### config.mk
export PLATFORM = sky130hd
export DESIGN_NAME = systolic_mac_pe
export DESIGN_NICKNAME = d
export VERILOG_FILES = /design/src/rtl/pe_pkg.sv /design/src/rtl/pe_sat_add.sv /design/src/rtl/systolic_mac_pe.sv
export SDC_FILE = /design/constraint.sdc
export NUM_CORES = 1
export LEC_CHECK = 0
export CAP_MARGIN = 0
export CORE_MARGIN = 2
export CORE_UTILIZATION = 47
export DETAILED_ROUTE_END_ITERATION = 12
export PLACE_DENSITY = 0.77
export SYNTH_ARGS = -nofsm -noshare
export SYNTH_HDL_FRONTEND = slang
export SYNTH_SLANG_ARGS = --single-unit
### constraint.sdc
create_clock -name clk_i -period 8.2 [get_ports clk_i]
set_input_delay 1.23 -clock clk_i [delete_from_list [all_inputs] [get_ports clk_i]]
set_output_delay 1.23 -clock clk_i [all_outputs]
set_load 0.02 [all_outputs]
### src/rtl/pe_pkg.sv
// ---------------------------------------------------------------------------
// pe_pkg
//   Shared definitions for the systolic MAC processing element.
//   - PE_DW / PE_AW / PE_LW : default operand, accumulator and term-count widths
//   - pe_state_e            : PE control states (IDLE, ACCUM, DONE)
// ---------------------------------------------------------------------------
package pe_pkg;

    localparam int PE_DW = 8;   // signed operand width
    localparam int PE_AW = 24;  // signed accumulator / result width (>= 2*DW)
    localparam int PE_LW = 8;   // term-count width

    typedef enum logic [1:0] {
        ST_IDLE  = 2'd0,
        ST_ACCUM = 2'd1,
        ST_DONE  = 2'd2
    } pe_state_e;

endpackage : pe_pkg

### src/rtl/pe_sat_add.sv
// ---------------------------------------------------------------------------
// pe_sat_add
//   Combinational AW-bit signed adder used for the accumulate step.
//   Build option: SYSTOLIC_MAC_PE_SAT_EN
//     defined   -> result clamps to the signed AW max/min on overflow and
//                  ovf_o reports the clamp
//     undefined -> result wraps modulo 2^AW and ovf_o is constant 0
//
//   Ports
//     a_i, b_i : in  AW  signed addends
//     sum_o    : out AW  signed sum (clamped or wrapped)
//     ovf_o    : out 1   signed overflow occurred and was clamped
// ---------------------------------------------------------------------------
module pe_sat_add
    import pe_pkg::*;
#(
    parameter int AW = PE_AW
) (
    input  logic signed [AW-1:0] a_i,
    input  logic signed [AW-1:0] b_i,
    output logic signed [AW-1:0] sum_o,
    output logic                 ovf_o
);

    logic signed [AW-1:0] raw_sum;

    assign raw_sum = a_i + b_i;

`ifdef SYSTOLIC_MAC_PE_SAT_EN
    localparam logic signed [AW-1:0] SAT_MAX = {1'b0, {(AW-1){1'b1}}};
    localparam logic signed [AW-1:0] SAT_MIN = {1'b1, {(AW-1){1'b0}}};

    logic raw_ovf;

    // Two's complement overflow: operands share a sign and the sum does not.
    assign raw_ovf = (a_i[AW-1] == b_i[AW-1]) && (raw_sum[AW-1] != a_i[AW-1]);

    always_comb begin
        sum_o = raw_sum;
        if (raw_ovf) begin
            // Direction of the overflow follows the (common) operand sign.
            sum_o = a_i[AW-1] ? SAT_MIN : SAT_MAX;
        end
    end

    assign ovf_o = raw_ovf;
`else
    assign sum_o = raw_sum;
    assign ovf_o = 1'b0;
`endif

endmodule : pe_sat_add

### src/rtl/systolic_mac_pe.sv
// ---------------------------------------------------------------------------
// systolic_mac_pe
//   One processing element of a systolic array. Operands are forwarded to the
//   neighbour PE through a 1-cycle register every cycle, and in parallel the PE
//   computes a dot product of len_i signed operand pairs.
//
//   Build option: SYSTOLIC_MAC_PE_SAT_EN (saturating accumulate + sticky
//   sat_o). Without it the accumulator wraps modulo 2^AW and sat_o stays 0.
//
//   Ports
//     clk_i           : in  1   clock, rising edge
//     reset_i         : in  1   asynchronous, active-high reset
//     start_i         : in  1   begin a new dot product (taken in IDLE, or in
//                               DONE together with result_ready_i)
//     len_i           : in  LW  number of terms, sampled with an accepted start
//     valid_i         : in  1   data_i/weight_i hold a valid pair
//     data_i/weight_i : in  DW  signed operands
//     data_o/weight_o : out DW  registered operand pass-through
//     valid_o         : out 1   registered valid pass-through
//     result_o        : out AW  signed accumulated result
//     result_valid_o  : out 1   result_o valid (held until accepted)
//     result_ready_i  : in  1   consumer accepts result
//     busy_o          : out 1   high in ACCUM or DONE
//     sat_o           : out 1   sticky saturation flag of the current product
//     dbg_state_o     : out 2   current control state (observation only)
//
//   Result handshake: result_valid_o rises when the last term has been
//   accumulated and stays high with result_o stable until a cycle where
//   result_ready_i is also high; that cycle is the transfer. result_ready_i
//   is ignored while result_valid_o is low.
// ---------------------------------------------------------------------------
module systolic_mac_pe
    import pe_pkg::*;
#(
    parameter int DW = PE_DW,
    parameter int AW = PE_AW,
    parameter int LW = PE_LW
) (
    input  logic                 clk_i,
    input  logic                 reset_i,
    input  logic                 start_i,
    input  logic [LW-1:0]        len_i,
    input  logic                 valid_i,
    input  logic signed [DW-1:0] data_i,
    input  logic signed [DW-1:0] weight_i,
    output logic signed [DW-1:0] data_o,
    output logic signed [DW-1:0] weight_o,
    output logic                 valid_o,
    output logic signed [AW-1:0] result_o,
    output logic                 result_valid_o,
    input  logic                 result_ready_i,
    output logic                 busy_o,
    output logic                 sat_o,
    output pe_state_e            dbg_state_o
);

    // -----------------------------------------------------------------------
    // Operand pass-through: unconditional 1-cycle delay toward the neighbour.
    // -----------------------------------------------------------------------
    always_ff @(posedge clk_i or posedge reset_i) begin
        if (reset_i) begin
            data_o   <= '0;
            weight_o <= '0;
            valid_o  <= 1'b0;
        end else begin
            data_o   <= data_i;
            weight_o <= weight_i;
            valid_o  <= valid_i;
        end
    end

    // -----------------------------------------------------------------------
    // Product: full-precision signed DW x DW, then sign-extended to AW.
    // -----------------------------------------------------------------------
    logic signed [2*DW-1:0] prod;
    logic signed [AW-1:0]   prod_ext;
    logic signed [AW-1:0]   acc_sum;
    logic                   acc_ovf;

    assign prod     = data_i * weight_i;
    assign prod_ext = AW'(prod);

    // -----------------------------------------------------------------------
    // Control state and datapath registers
    // -----------------------------------------------------------------------
    pe_state_e            state_q, state_d;
    logic signed [AW-1:0] acc_q, acc_d;
    logic [LW-1:0]        cnt_q, cnt_d;
    logic                 sat_q, sat_d;
    logic                 start_go;

    pe_sat_add #(
        .AW (AW)
    ) u_sat_add (
        .a_i   (acc_q),
        .b_i   (prod_ext),
        .sum_o (acc_sum),
        .ovf_o (acc_ovf)
    );

    always_ff @(posedge clk_i or posedge reset_i) begin
        if (reset_i) begin
            state_q <= ST_IDLE;
            acc_q   <= '0;
            cnt_q   <= '0;
            sat_q   <= 1'b0;
        end else begin
            state_q <= state_d;
            acc_q   <= acc_d;
            cnt_q   <= cnt_d;
            sat_q   <= sat_d;
        end
    end

    // A start is taken from IDLE, or from DONE in the same cycle the pending
    // result is accepted, so back-to-back products need no IDLE bubble.
    assign start_go = start_i &&
                      ((state_q == ST_IDLE) ||
                       ((state_q == ST_DONE) && result_ready_i));

    always_comb begin
        state_d = state_q;
        acc_d   = acc_q;
        cnt_d   = cnt_q;
        sat_d   = sat_q;

        if (start_go) begin
            acc_d   = '0;
            sat_d   = 1'b0;
            cnt_d   = len_i;
            // A zero-length product completes immediately with result 0.
            state_d = (len_i != '0) ? ST_ACCUM : ST_DONE;
        end else begin
            unique case (state_q)
                ST_IDLE: begin
                    // Operand pairs are not accumulated while idle.
                end
                ST_ACCUM: begin
                    // Without valid_i the accumulator and count simply hold.
                    if (valid_i) begin
                        acc_d = acc_sum;
                        sat_d = sat_q | acc_ovf;
                        cnt_d = cnt_q - LW'(1);
                        if (cnt_q == LW'(1)) begin
                            state_d = ST_DONE;
                        end
                    end
                end
                ST_DONE: begin
                    if (result_ready_i) begin
                        state_d = ST_IDLE;
                    end
                end
                default: begin
                    state_d = ST_IDLE;
                end
            endcase
        end
    end

    // -----------------------------------------------------------------------
    // Outputs
    // -----------------------------------------------------------------------
    assign result_o       = acc_q;
    assign result_valid_o = (state_q == ST_DONE);
    assign busy_o         = (state_q != ST_IDLE);
    assign sat_o          = sat_q;
    assign dbg_state_o    = state_q;

endmodule : systolic_mac_pe

==> impl_metrics.py <==
metrics = {
    "clocking": {
        "cts.sinks": 51,
        "insertion_delay_ns": 0.30,
        "post_cts_buffers": 0,
        "cts_hold_buf": 0,
        "post_cts_resized": 0,
        "clk_root_buffer_cell": "clkbuf_16",
        "cts_buffers": 5,
        "cts_tree": "done",
        "clk_pin_slew_ns": 0.08,
        "clockBufferDepth": 2,
        "cts-htree-levels": 2,
    },
    "global_route": {
        "grt_max_degree": 52,
        "grt_pass1_wl_um": 22800,
        "gr-total-overflow": 0,
        "top_usage_layer": "met2",
        "use_met1_pct": 27.5,
        "grt_antenna_before_repair": 0,
        "met2_usage_pct": 37.0,
        "grt_pass1_vias": 4807,
        "grt_usage_pct": 21.2,
        "use_met3_pct": 3.66,
    },
    "synthesis": {
        "yosysUniqueCellTypes": 54,
        "synth_xor_area_share_pct": 3.35,
        "ys.warnings.count": 0,
        "yosysMostFrequentCell": "fa_1",
        "ys_ff_latch": 51,
        "synth_area_leaders": "fa_1 (35%), dfrtp_1 (21%), ha_1 (12%)",
        "synth_compound_area_share_pct": 8.67,
        "synth_top_family_by_area": "adder cells",
        "synthAdderAreaFrac_pct": 46.3,
        "syn-num-nets": 769,
        "synthFlopType": "dfrtp_1",
        "syn_inst": 580,
        "synth_simple_gate_area_share_pct": 13.1,
        "async_reset_ff_share_pct": 100,
        "yosysSeqAreaShare_pct": 21.3,
        "synth-edff-count": 0,
        "synth_top_area_share_pct": 34.7,
        "muxShareOfSynthArea_pct": 0.167,
        "synth_area_leader_cell": "fa_1",
        "mappedNetlistArea_um2": 6000,
        "synth_area_per_cell_um2": 10.4,
        "synth_common_cells": "fa_1 (104), inv_1 (101), ha_1 (56), nand2_1 (53), dfrtp_1 (51)",
    },
    "sta": {
        "setup-tns-final_ns": 0,
        "relSlewSlack_pct": 18.1,
        "slew_violations": 0,
        "max_freq_mhz": 150,
        "period_share_pct": 81.5,
        "fin_crit_ns": 6.68,
        "setup_violations": 0,
        "worst_clock_skew_ns": 0.00409,
        "finalHoldViolations": 0,
        "tightest_slew_ns": 1.23,
        "rsz0062_at_grt": "false",
        "setup_ws_ns": 1.52,
    },
    "setup_path": {
        "cpPeakStageDelay_ns": 0.82,
        "cp.arrival_ns": 6.84,
        "crit_path_max_fanout": 16,
        "worstSetupEndpointType": "flip-flop",
        "crit_type": "in2reg",
        "cpMaxStageDelayCell": "and2_1",
        "required_ns": 8.35,
        "critPathLaunchType": "input pin",
        "critical_path.cell_chain": "clkdlybuf4s50_1 > and2_1 > fa_1 > fa_1 > fa_1 > fa_1 > ha_1 > ha_1 > a21oi_1 > a21boi_0 > o311ai_2 > o21ai_2 > a311oi_1 > xor2_1 > o21ai_0",
        "cp_common_cell": "fa_1",
    },
    "place": {
        "post-place-ws_ns": 1.12,
        "placed_cell_area_um2": 6920,
        "port-buffer-count": 73,
        "hpwlAfterDp_um": 10400,
        "gp_congestion": 0.855,
    },
    "cells_and_area": {
        "multi_input_area_um2": 4310,
        "nets": 842,
        "design_area_um2": 7070,
        "area_delta_synth_final_pct": 17.8,
        "n_fill_cell": 1062,
        "antenna_cells": 0,
        "drive_gt1_share_pct": 3.06,
        "seq_area_um2": 1280,
    },
    "drt": {
        "routed_wl_um": 12800,
        "dr.pass1.iters": 4,
        "avgRoutedWirePerCell_um": 15.4,
        "drc": 0,
        "avgViaCountPerCell": 5.21,
        "ant_nets": 0,
        "first_iter_violations": 203,
        "vias": 4301,
    },
    "flow_run": {
        "drv_cap": 0,
    },
    "status": {
        "status": "complete, no violations",
    },
    "floorplanning": {
        "die-area_um2": 13700,
        "io_pins": 75,
        "core_um2": 12600,
        "row_count": 41,
        "die_h_um": 117,
        "die_width_um": 117,
        "start_util_pct": 47.8,
    },
    "min_path": {
        "hp-class": "reg2reg",
    },
}
-- flip-flops by register name (all words and copies together) (netlist names) --
name / flops
valid_o: 1
data_o: 8
dbg_state_o: 2
cnt_q: 8
result_o: 24
weight_o: 8
-- cells in the final DEF (no fill, tap or decap), types with 3 or more instances in the layout --
cell type and count:
clkdlybuf4s50_1 73, dfrtp_1 51, and2_1 34, nor4_1 4, xor2_1 8, nand2_1 53, a31oi_1 3, fa_1 104
xnor2_1 15, inv_1 100, nor2b_1 3, o21ai_0 23, nor3_1 4, clkbuf_16 5, or4_1 3, a21oi_1 20
nor2_1 19, nand3_1 10, ha_1 56, a22o_1 6, a21o_1 5, nand4_1 4, nand2b_1 8
-- layer usage --
layer	vias to the layer above	part of all wire, %
met1	2178	43
met3	20	4.7
met4	0	1.6
met2	107	50
li1	1996	-
met5	-	0
-- final timing paths --
check                       startpoint           end  slack, ns  cells past startpoint
setup / recovery             data_i[7]  result_o[19]       1.52                     15
hold / removal             result_o[2]   result_o[2]       0.53                      1
setup reg to reg           result_o[6]  result_o[22]       3.19                     17
hold reg to reg            result_o[2]   result_o[2]       0.53                      1
max in group asynchronous      reset_i     data_o[6]       5.96                      2
min in group asynchronous      reset_i   result_o[0]       1.54                      2
-- metrics by stage --
stage / cells / utilization, % / hold WS, ns
floorplan: 580 / - / 0.478
global placement: 818 / 55.0 / 0.498
detailed placement: 818 / 55.0 / 0.522
CTS: 826 / 56.3 / 0.540
global route: 826 / 56.3 / 0.560
finish: 826 / 56.3 / 0.535
-- cell families (layout without fill, tap and decap cells) --
| logic type | count (synthesis) | after routing |
|---|---|---|
| buffers and inverters | 110 | 184 |
| AO/OA/AOI/OAI | 79 | 79 |
| AND/OR/NAND/NOR | 155 | 155 |
| XOR/XNOR | 23 | 23 |
| adder cells (fa/ha/maj) | 160 | 160 |
| flip-flops | 51 | 51 |
| other | 1 | 1 |
| multiplexers | 1 | 1 |
-- layout make-up --
cell class | count | share of cell area, %
clock inverter | 3 | 0.389
sequential | 51 | 18.0
inverter | 102 | 5.41
clock buffer | 5 | 1.77
multi-input combinational | 419 | 60.9
tap | 172 | 3.04
timing repair buffer | 74 | 10.4
-- worst max-delay path: cells and delay by family --
kind                     cells  cell delay (ns)
adder cells (fa/ha/maj)      6             2.72
AO/OA/AOI/OAI                6             1.26
AND/OR/NAND/NOR              1             0.82
buffers and inverters        1             0.64
XOR/XNOR                     1             0.17
Power is left out: the tool's default activity adds up to more than one toggle a clock period on the data nets, which glitch-free logic cannot reach.
